**src/rtl/ttrpg_i2c_target.sv**
```systemverilog
// I2C target: sync+glitch filter, START/STOP decode, 1-clk reg write strobe ~FILTER_LEN+3 clk after SCL edge.
// No backpressure: SCL is never stretched; `define I2C_READ_EN adds register reads (RDATA/ACK_H).
module ttrpg_i2c_target #(
    parameter logic [6:0] I2C_ADDR   = 7'h70,
    parameter int         FILTER_LEN = 3
) (
    input  logic       clk,
    input  logic       rst,
    input  logic       scl_in,
    input  logic       sda_in,
    output logic       sda_oe,
    output logic [7:0] reg_addr,
    output logic       reg_wr_en,
    output logic [7:0] reg_wr_data,
    input  logic [7:0] reg_rd_data,
    output logic       busy
);
    localparam logic [3:0] IDLE   = 4'd0;
    localparam logic [3:0] ADDR   = 4'd1;
    localparam logic [3:0] ACK_A  = 4'd2;
    localparam logic [3:0] SUB    = 4'd3;
    localparam logic [3:0] ACK_S  = 4'd4;
    localparam logic [3:0] WDATA  = 4'd5;
    localparam logic [3:0] ACK_W  = 4'd6;
    localparam logic [3:0] RDATA  = 4'd7;
    localparam logic [3:0] ACK_H  = 4'd8;
    localparam logic [3:0] IGNORE = 4'd9;

    localparam int CW = $clog2(FILTER_LEN + 1);

    // Index 0 = SCL, index 1 = SDA. Idle bus level is high, so reset to 1 to avoid false edges.
    logic [1:0]    meta;
    logic [1:0]    sync;
    logic [1:0]    filt;
    logic [1:0]    filt_q;
    logic [CW-1:0] fcnt [2];

    always_ff @(posedge clk or posedge rst) begin
        if (rst) begin
            meta    <= 2'b11;
            sync    <= 2'b11;
            filt    <= 2'b11;
            filt_q  <= 2'b11;
            fcnt[0] <= '0;
            fcnt[1] <= '0;
        end else begin
            meta   <= {sda_in, scl_in};
            sync   <= meta;
            filt_q <= filt;
            for (int i = 0; i < 2; i++) begin
                if (sync[i] == filt[i]) begin
                    fcnt[i] <= '0;
                end else if (fcnt[i] == CW'(FILTER_LEN - 1)) begin
                    filt[i] <= sync[i];
                    fcnt[i] <= '0;
                end else begin
                    fcnt[i] <= fcnt[i] + 1'b1;
                end
            end
        end
    end

    logic scl_rise;
    logic scl_fall;
    logic start_det;
    logic stop_det;
    logic sda_f;

    assign sda_f     = filt[1];
    assign scl_rise  = filt[0] & ~filt_q[0];
    assign scl_fall  = ~filt[0] & filt_q[0];
    assign start_det = filt_q[1] & ~filt[1] & filt[0] & filt_q[0];
    assign stop_det  = ~filt_q[1] & filt[1] & filt[0] & filt_q[0];

    logic [3:0] state;
    logic [3:0] bit_cnt;
    logic [6:0] shift;
    logic [7:0] rx_byte;
    logic       byte_full;

    assign rx_byte   = {shift, sda_f};
    assign byte_full = (bit_cnt == 4'd8);
    assign busy      = (state != IDLE) && (state != IGNORE);

`ifdef I2C_READ_EN
    logic rw_bit;
`else
    logic unused_rd;
    assign unused_rd = ^reg_rd_data;
`endif

    always_ff @(posedge clk or posedge rst) begin
        if (rst) begin
            state       <= IDLE;
            bit_cnt     <= '0;
            shift       <= '0;
            sda_oe      <= 1'b0;
            reg_addr    <= '0;
            reg_wr_en   <= 1'b0;
            reg_wr_data <= '0;
`ifdef I2C_READ_EN
            rw_bit      <= 1'b0;
`endif
        end else begin
            reg_wr_en <= 1'b0;
            if (start_det) begin
                state   <= ADDR;
                bit_cnt <= '0;
                sda_oe  <= 1'b0;
            end else if (stop_det) begin
                state  <= IDLE;
                sda_oe <= 1'b0;
            end else begin
                case (state)
                    ADDR, SUB, WDATA: begin
                        // Bits shift in on SCL rise; the fall after the 8th bit opens the ACK slot.
                        if (scl_rise && !byte_full) begin
                            shift   <= rx_byte[6:0];
                            bit_cnt <= bit_cnt + 4'd1;
                            if (bit_cnt == 4'd7) begin
                                if (state == ADDR) begin
`ifdef I2C_READ_EN
                                    if (rx_byte[7:1] != I2C_ADDR) state <= IGNORE;
                                    rw_bit <= rx_byte[0];
`else
                                    if (rx_byte[7:1] != I2C_ADDR) state <= IGNORE;
                                    else if (rx_byte[0]) state <= IGNORE;
`endif
                                end else if (state == SUB) begin
                                    reg_addr <= rx_byte;
                                end else begin
                                    reg_wr_en   <= 1'b1;
                                    reg_wr_data <= rx_byte;
                                end
                            end
                        end else if (scl_fall && byte_full) begin
                            sda_oe  <= 1'b1;
                            bit_cnt <= '0;
                            state   <= (state == ADDR) ? ACK_A : (state == SUB) ? ACK_S : ACK_W;
                        end
                    end
                    ACK_A: begin
                        if (scl_fall) begin
`ifdef I2C_READ_EN
                            if (rw_bit) begin
                                state   <= RDATA;
                                shift   <= reg_rd_data[6:0];
                                sda_oe  <= ~reg_rd_data[7];
                                bit_cnt <= '0;
                            end else begin
                                state  <= SUB;
                                sda_oe <= 1'b0;
                            end
`else
                            state  <= SUB;
                            sda_oe <= 1'b0;
`endif
                        end
                    end
                    ACK_S: begin
                        if (scl_fall) begin
                            state  <= WDATA;
                            sda_oe <= 1'b0;
                        end
                    end
                    ACK_W: begin
                        if (scl_fall) begin
                            state    <= WDATA;
                            sda_oe   <= 1'b0;
                            reg_addr <= reg_addr + 8'd1;
                        end
                    end
`ifdef I2C_READ_EN
                    RDATA: begin
                        if (scl_fall) begin
                            if (bit_cnt == 4'd7) begin
                                sda_oe  <= 1'b0;
                                bit_cnt <= '0;
                                state   <= ACK_H;
                            end else begin
                                sda_oe  <= ~shift[6];
                                shift   <= {shift[5:0], 1'b0};
                                bit_cnt <= bit_cnt + 4'd1;
                            end
                        end
                    end
                    ACK_H: begin
                        // Advance the pointer on the host ACK so the next fall latches the new address.
                        if (scl_rise) begin
                            if (sda_f) begin
                                state <= IGNORE;
                            end else begin
                                reg_addr <= reg_addr + 8'd1;
                                bit_cnt  <= 4'd1;
                            end
                        end else if (scl_fall && bit_cnt == 4'd1) begin
                            state   <= RDATA;
                            shift   <= reg_rd_data[6:0];
                            sda_oe  <= ~reg_rd_data[7];
                            bit_cnt <= '0;
                        end
                    end
`endif
                    default: begin
                        sda_oe <= 1'b0;
                    end
                endcase
            end
        end
    end
endmodule

```
**config.mk**
```make
export PLATFORM = sky130hd
export DESIGN_NAME = ttrpg_i2c_target
export DESIGN_NICKNAME = d
export VERILOG_FILES = /design/src/rtl/ttrpg_i2c_target.sv
export SDC_FILE = /design/constraint.sdc
export NUM_CORES = 1
export LEC_CHECK = 0
export CELL_PAD_IN_SITES_DETAIL_PLACEMENT = 1
export CELL_PAD_IN_SITES_GLOBAL_PLACEMENT = 2
export CORE_UTILIZATION = 35
export DETAILED_ROUTE_END_ITERATION = 10
export GPL_ROUTABILITY_DRIVEN = 0
export PLACE_DENSITY_LB_ADDON = 0.1
export SYNTH_ARGS = -nofsm -noshare
export SYNTH_HDL_FRONTEND = slang
export SYNTH_SLANG_ARGS = --single-unit
export TNS_END_PERCENT = 50
```
**constraint.sdc**
```tcl
create_clock -name clk -period 4.5 [get_ports clk]
set_input_delay 0.9 -clock clk [delete_from_list [all_inputs] [get_ports clk]]
set_output_delay 0.9 -clock clk [all_outputs]
set_load 0.005 [all_outputs]
```
==> insert_results.sql, run 1 <==
INSERT INTO impl_metrics (metric_group, metric, value, unit) VALUES
('power_and_ir_drop', 'pwr-share-clk', '16.9', '%'),
('final_layout', 'fill_cells', '717', ''),
('cts', 'cts_setup_buffers', '0', ''),
('setup_path', 'cp_max_fo', '13', ''),
('power_and_ir_drop', 'power_per_cell_area', '664', 'nW/um^2'),
('timing', 'fmax', '355', 'MHz'),
('yosys', 'cell_count_after_synthesis', '221', ''),
('timing', 'hold_violations', '0', ''),
('final_layout', 'multi_input_comb_area', '1100', 'sq um'),
('cts', 'clk_root_buffer_cell', 'sky130_fd_sc_hd__clkbuf_8', ''),
('cts', 'insertion_delay_of_the_later_clocked_pin_in_the_worst_skew_pair', '300', 'ps'),
('detailed_routing', 'vias', '1765', ''),
('yosys', 'post_synth_most_frequent_cells', '37 x sky130_fd_sc_hd__dfrtp_1, 20 x sky130_fd_sc_hd__nand2_1, 17 x sky130_fd_sc_hd__mux2_2', ''),
('timing', 'skew', '9.71', 'ps'),
('grt', 'vias_in_the_first_global_route', '1936', ''),
('floorplanning', 'io_pins', '31', ''),
('yosys', 'post-synth-top-count-cell', 'sky130_fd_sc_hd__dfrtp_1', ''),
('final_layout', 'seq_area', '1140', 'sq um'),
('floorplanning', 'die_height', '83.5', 'um'),
('cts', 'cts_tree', 'built', ''),
('floorplanning', 'design.core.area', '6390', 'sq um'),
('final_layout', 'final_nets', '257', ''),
('run_status', 'status', 'completed', ''),
('timing', 'report.final.setup_viol', '0', ''),
('yosys', 'netlist_area', '2320', 'sq um'),
('power_and_ir_drop', 'switching_share', '41.1', '%'),
('cts', 'cts_made_buffers', '5', ''),
('cts', 'clkSlewWorstSetupHoldPaths', '90', 'ps'),
('setup_path', 'rrSetupSlack', '2060', 'ps'),
('detailed_routing', 'detailed_route_wire_length', '5530', 'um'),
('power_and_ir_drop', 'total_leakage_power', '1.12', 'nW'),
('setup_path', 'kind_of_launch_point_of_the_worst_setup_path', 'flip-flop', ''),
('setup_path', 'critPathKind', 'flip-flop to primary output', ''),
('final_layout', 'final_layout_size_suffix_gt1_share', '18.5', '%'),
('yosys', 'synth.area.top_cells', 'sky130_fd_sc_hd__dfrtp_1 40%, sky130_fd_sc_hd__dfstp_2 9.0%, sky130_fd_sc_hd__mux2_2 8.2%, sky130_fd_sc_hd__o21ai_0 3.4%, sky130_fd_sc_hd__nand2_1 3.2%', ''),
('setup_path', 'cp_data_arrival_time', '1920', 'ps'),
('floorplanning', 'die_boundary_width', '83.5', 'um'),
('grt', 'grt_max_degree', '46', ''),
('setup_path', 'regToRegEndpoint', 'reg_addr[7]', ''),
('detailed_routing', 'detail_route.drc_violations', '0', ''),
('setup_path', 'critical_path.endpoint', 'busy', ''),
('setup_path', 'worstPathBufferInverterCount', '1', ''),
('yosys', 'synth_top_area_share', '39.8', '%'),
('setup_path', 'r2r-start', 'bit_cnt[0]', ''),
('grt', 'grt_pass1_wl', '9710', 'um'),
('placement', 'dp.final_hpwl', '4000', 'um'),
('setup_path', 'top_delay_family_on_crit_path', 'flip-flops', ''),
('yosys', 'ys.flop_type', 'sky130_fd_sc_hd__dfrtp_1', ''),
('final_layout', 'area_overhead_of_the_layout_relative_to_synthesis', '16.0', '%'),
('grt', 'grt.overflow.total', '0', ''),
('timing', 'report.final.slew_viol_count', '0', ''),
('floorplanning', 'fp.dieArea', '6970', 'sq um'),
('placement', 'dpl_cell_area', '2590', 'sq um'),
('yosys', 'synth_area_per_cell', '10.5', 'sq um'),
('power_and_ir_drop', 'power.share.sequential', '42.6', '%'),
('yosys', 'yosys.cell_types.count', '51', ''),
('setup_path', 'crit_cells', '4', ''),
('timing', 'fin_crit_sh', '62.6', '%'),
('timing', 'setup_repair_after_global_routing_missed_its_margin', 'false', ''),
('yosys', 'yosys_register_bits', '45', ''),
('cts', 'cts_htree_levels', '2', ''),
('timing', 'timing.final.ws_setup', '1680', 'ps'),
('setup_path', 'worst-r2r-cell-count', '7', ''),
('cts', 'post_cts_resize_count', '0', ''),
('yosys', 'synth_enable_flop_cells', '0', ''),
('setup_path', 'cells_along_the_critical_path', 'nor2b_1, nor3_1, o21ai_0, clkdlybuf4s50_1', ''),
('detailed_routing', 'detail_route.vias_per_cell', '5.52', ''),
('setup_path', 'startpoint', 'state[0]', ''),
('floorplanning', 'floorplan.initialDensity', '36.4', '%'),
('cts', 'cts-root-to-sink-buffers', '2', ''),
('grt', 'initial_antenna_violation_count', '0', '');
==> cells by family after synthesis <==
family,Yosys count,synth area share (%)
compound gates,56,16.6
flops,45,48.9
buf+inv,17,4.09
fa+ha+maj,3,1.61
simple gates,77,17.8
xor+xnor,3,1.45
mux,20,9.53
==> metrics by stage <==
stage	total power [mW]	util, %	hold slack, ps	cells
after floorplan	1.25	-	345	221
after global placement	1.45	40.5	349	312
after detailed placement	1.50	40.5	352	312
after CTS	1.81	42.2	364	320
after global routing	1.94	42.2	370	320
final	1.79	42.2	361	320
==> worst min path at each step <==
stage / from / end / cells after the start
6_report: meta[0] / sync[0] / 0
5_1_grt: meta[1] / sync[1] / 0
4_1_cts: meta[0] / sync[0] / 0
3_5_place_dp: meta[0] / sync[0] / 0
3_3_place_gp: meta[1] / sync[1] / 0
2_1_floorplan: meta[0] / sync[0] / 0
==> flip-flops by register name, indices dropped and copies added (netlist names) <==
signal / count
reg_addr: 8
reg_wr_data: 8
shift: 7
bit_cnt: 4
fcnt: 4
state: 4
filt: 2
filt_q: 2
meta: 2
sync: 2
reg_wr_en: 1
sda_oe: 1
==> power groups by stage <==
stage | combinational [mW] | clock (mW) | sequential, mW
final | 0.726 | 0.303 | 0.762
after global routing | 0.816 | 0.330 | 0.795
after CTS | 0.732 | 0.316 | 0.761
after detailed placement | 0.728 | 0 | 0.771
after global placement | 0.695 | 0 | 0.750
after floorplan | 0.602 | 0 | 0.652
==> placed cells by master (no fill, tap or decap), types with 6 or more instances in the layout <==
master                            netlist  layout
sky130_fd_sc_hd__a21oi_1               11      11
sky130_fd_sc_hd__clkdlybuf4s50_1        0      22
sky130_fd_sc_hd__nand3_1               13      13
sky130_fd_sc_hd__inv_1                  8       7
sky130_fd_sc_hd__nand2_1               20      20
sky130_fd_sc_hd__mux2_2                17      17
sky130_fd_sc_hd__nor2_1                10      10
sky130_fd_sc_hd__o21ai_0               16      16
sky130_fd_sc_hd__dfrtp_1               37      37
sky130_fd_sc_hd__nand2b_1               6       6
sky130_fd_sc_hd__dfstp_2                8       8
==> routing by layer <==
| metal | vias up | track usage (%) | routed length, um |
|---|---|---|---|
| met2 | 25 | 29.1 | 2730 |
| met4 | 0 | 4.62 | 36 |
| li1 | 844 | - | - |
| met5 | - | 0 | 0 |
| met1 | 892 | 23.3 | 2630 |
| met3 | 4 | 3.36 | 137 |
==> layout make-up <==
type	count	share of cell area, %
Timing Repair Buffer	23	8.45
Multi-Input combinational cell	159	40.7
Inverter	8	1.11
Clock inverter	2	1.30
Tap cell	77	3.57
Clock buffer	6	2.69
Sequential cell	45	42.1
Note: power is estimated with default switching activity, not from simulation.
==> run 2, diff against run 1 <==
Clock period 4.5 ns to 2.8 ns, I/O delays scaled along.
==> run 2 against run 1 <==
  * Wire length is 2.1% lower
  * First-iteration DRC count is 18% lower
  * Sequential power is 60% higher
  * Power is 62% higher
  * Sequential share of layout area is 0.60 points lower
  * Sequential cell count stayed put
==> insert_results.sql, run 2 (synthesis results as in run 1) <==
INSERT INTO impl_metrics (metric_group, metric, value, unit) VALUES
('placement', 'placement.io_buffers', '22', ''),
('hold_path', 'worstHoldPathType', 'flip-flop to flip-flop', ''),
('power_and_ir_drop', 'power.internal', '1.71', 'mW'),
('final_layout', 'layout_commonest_cell', 'sky130_fd_sc_hd__dfrtp_1', ''),
('detailed_routing', 'vias', '1748', ''),
('setup_path', 'cp_max_fo', '13', ''),
('setup_path', 'kind_of_launch_point_of_the_worst_setup_path', 'flip-flop', ''),
('cts', 'cts-hold-fix-buffers', '0', ''),
('cts', 'clkSlewWorstSetupHoldPaths', '90', 'ps'),
('cts', 'cts_setup_buffers', '0', ''),
('cts', 'insertion_delay_of_the_later_clocked_pin_in_the_worst_skew_pair', '300', 'ps'),
('power_and_ir_drop', 'switching_power', '1.19', 'mW'),
('setup_path', 'critical_path.endpoint', 'busy', ''),
('detailed_routing', 'avgRoutedWirePerCell', '16.7', 'um'),
('placement', 'place_worst_setup_slack', '517', 'ps'),
('timing', 'final.min_clock_period', '2470', 'ps'),
('setup_path', 'r2r-start', 'filt[0]', ''),
('final_layout', 'fill_cells', '709', ''),
('setup_path', 'cp_data_arrival_time', '1910', 'ps'),
('hold_path', 'whs_path_depth', '0', ''),
('detailed_routing', 'dr_wl_met3', '145', 'um'),
('cts', 'tritoncts_sink_count', '45', ''),
('timing', 'fin_crit_sh', '88.3', '%'),
('detailed_routing', 'iteration_count_of_the_initial_detailed_routing_pass', '6', ''),
('final_layout', 'seq_area', '1140', 'sq um'),
('setup_path', 'worst-r2r-cell-count', '5', ''),
('cts', 'post_cts_resize_count', '0', ''),
('final_layout', 'final_nets', '261', ''),
('timing', 'timing.setup.tns', '0', 'ps'),
('power_and_ir_drop', 'vdd_drop_max', '0.000411', 'V'),
('detailed_routing', 'wl_met1', '2560', 'um'),
('detailed_routing', 'final_antenna_net_count', '0', ''),
('detailed_routing', 'detail_route.drc_violations', '0', ''),
('grt', 'grt_pass1_wl', '9400', 'um'),
('timing', 'timing.final.ws_setup', '328', 'ps'),
('run_status', 'status', 'completed', ''),
('floorplanning', 'io_pins', '31', ''),
('floorplanning', 'die_boundary_width', '83.5', 'um'),
('setup_path', 'timing.critical_path.slowest_stage_cell', 'sky130_fd_sc_hd__dfrtp_1', ''),
('setup_path', 'cells_along_the_critical_path', 'nor2b_1, nor3_1, o21ai_0, clkdlybuf4s50_1', ''),
('detailed_routing', 'detailed_route_wire_length', '5410', 'um'),
('detailed_routing', 'top_layer', 'met4', ''),
('final_layout', 'final_layout_size_suffix_gt1_share', '20.2', '%'),
('floorplanning', 'floorplan.initialDensity', '36.4', '%'),
('floorplanning', 'die_height', '83.5', 'um'),
('final_layout', 'num_antenna_cells', '0', ''),
('final_layout', 'layout_top_registers', 'reg_addr x8, reg_wr_data x8, shift x7', ''),
('timing', 'worst_pin_slew', '568', 'ps'),
('timing', 'setup_repair_after_global_routing_missed_its_margin', 'false', ''),
('cts', 'cts_made_buffers', '5', ''),
('timing', 'slew-limit-headroom', '62.0', '%'),
('final_layout', 'most-common-layout-cells', '37 x sky130_fd_sc_hd__dfrtp_1, 22 x sky130_fd_sc_hd__clkdlybuf4s50_1, 20 x sky130_fd_sc_hd__nand2_1', ''),
('final_layout', 'area_overhead_of_the_layout_relative_to_synthesis', '17.7', '%'),
('power_and_ir_drop', 'pwr-share-clk', '17.7', '%'),
('setup_path', 'rrSetupSlack', '540', 'ps'),
('grt', 'vias_in_the_first_global_route', '1834', ''),
('floorplanning', 'placement_rows', '29', ''),
('timing', 'report.final.setup_viol', '0', ''),
('floorplanning', 'fp.dieArea', '6970', 'sq um'),
('setup_path', 'regToRegEndpoint', 'reg_addr[7]', ''),
('power_and_ir_drop', 'power.share.sequential', '41.9', '%'),
('detailed_routing', 'drt-initial-drc-count', '67', ''),
('setup_path', 'required', '2240', 'ps'),
('flow_run', 'max_cap_viols', '0', ''),
('cts', 'cts_tree', 'built', ''),
('detailed_routing', 'wl_met2', '2670', 'um'),
('timing', 'hold_violations', '0', ''),
('setup_path', 'crit_path_max_incr_delay', '610', 'ps'),
('setup_path', 'endpoint_kind', 'primary output', ''),
('timing', 'skew', '8.44', 'ps'),
('final_layout', 'multi_input_comb_area', '1100', 'sq um'),
('placement', 'dp.final_hpwl', '3890', 'um'),
('cts', 'clk_root_buffer_cell', 'sky130_fd_sc_hd__clkbuf_8', ''),
('grt', 'grtUsageTotal', '17.0', '%'),
('detailed_routing', 'detail_route.vias_per_cell', '5.40', ''),
('floorplanning', 'design.core.area', '6390', 'sq um'),
('grt', 'initial_antenna_violation_count', '0', ''),
('power_and_ir_drop', 'total_leakage_power', '1.15', 'nW'),
('cts', 'cts-root-to-sink-buffers', '2', ''),
('power_and_ir_drop', 'comb_power_share', '40.4', '%'),
('power_and_ir_drop', 'switching_share', '41.0', '%'),
('timing', 'fmax', '404', 'MHz'),
('grt', 'grt_max_degree', '46', ''),
('setup_path', 'startpoint', 'state[0]', ''),
('setup_path', 'critPathKind', 'flip-flop to primary output', ''),
('grt', 'grt.overflow.total', '0', ''),
('cts', 'cts_htree_levels', '2', ''),
('timing', 'report.final.slew_viol_count', '0', ''),
('power_and_ir_drop', 'power_per_cell_area', '1060', 'nW/um^2');
==> run 2: cell count changes in the layout (fill, tap and decap cells not counted) <==
| cell | previous run | this run |
|---|---|---|
| sky130_fd_sc_hd__clkinv_2 | 1 | 0 |
| sky130_fd_sc_hd__buf_4 | 1 | 5 |
| sky130_fd_sc_hd__clkbuf_1 | 1 | 0 |
| sky130_fd_sc_hd__inv_6 | 0 | 2 |
==> run 2: how the worst min path moves through the flow <==
stage / from / endpoint / slack, ps
finish: meta[1] / sync[1] / 360
global route: meta[1] / sync[1] / 360
CTS: meta[1] / sync[1] / 360
detailed placement: meta[1] / sync[1] / 350
global placement: meta[0] / sync[0] / 350
floorplan: meta[0] / sync[0] / 350
==> run 2: cell type report <==
type                            instances  share of cell area, %
Clock buffer                            5                   2.52
Clock inverter                          3                   1.74
Inverter                                8                   1.10
Multi-Input combinational cell        159                   40.2
Sequential cell                        45                   41.5
Tap cell                               77                   3.52
Timing Repair Buffer                   27                   9.42
==> run 2: metal layers <==
layer | up-vias | global-route usage, %
met5 | - | 0
met4 | 0 | 4.62
met3 | 4 | 3.36
met2 | 25 | 26.6
met1 | 872 | 24.2
li1 | 847 | -
==> run 2: metrics by stage <==
step	hold WS, ps	cell area [sq um]	cells	util [%]	power, mW
floorplan	345	2320	221	-	2.02
finish	360	2740	324	42.8	2.90
global placement	348	2620	316	41.0	2.34
CTS	363	2740	324	42.8	2.95
detailed placement	350	2620	316	41.0	2.42
global route	365	2740	324	42.8	3.15
==> run 2: power groups by stage <==
stage	registers [mW]	logic, mW	clock network [mW]
detailed placement	1.24	1.18	0
global placement	1.21	1.13	0
CTS	1.22	1.19	0.540
floorplan	1.05	0.968	0
finish	1.22	1.17	0.513
global route	1.27	1.31	0.566
==> run 2: worst max-delay path, delay by kind of cell (launching register included) <==
kind | cells | cell delay (ps)
buf+inv | 1 | 520
simple gates | 2 | 410
compound gates | 1 | 80
flops | 1 | 610
==> run 3, diff against run 2 <==
Settings changed: TNS_END_PERCENT 50 to unset.
==> results of run 3 <==
Final layout, timing and power as in run 2 (identical DEF).
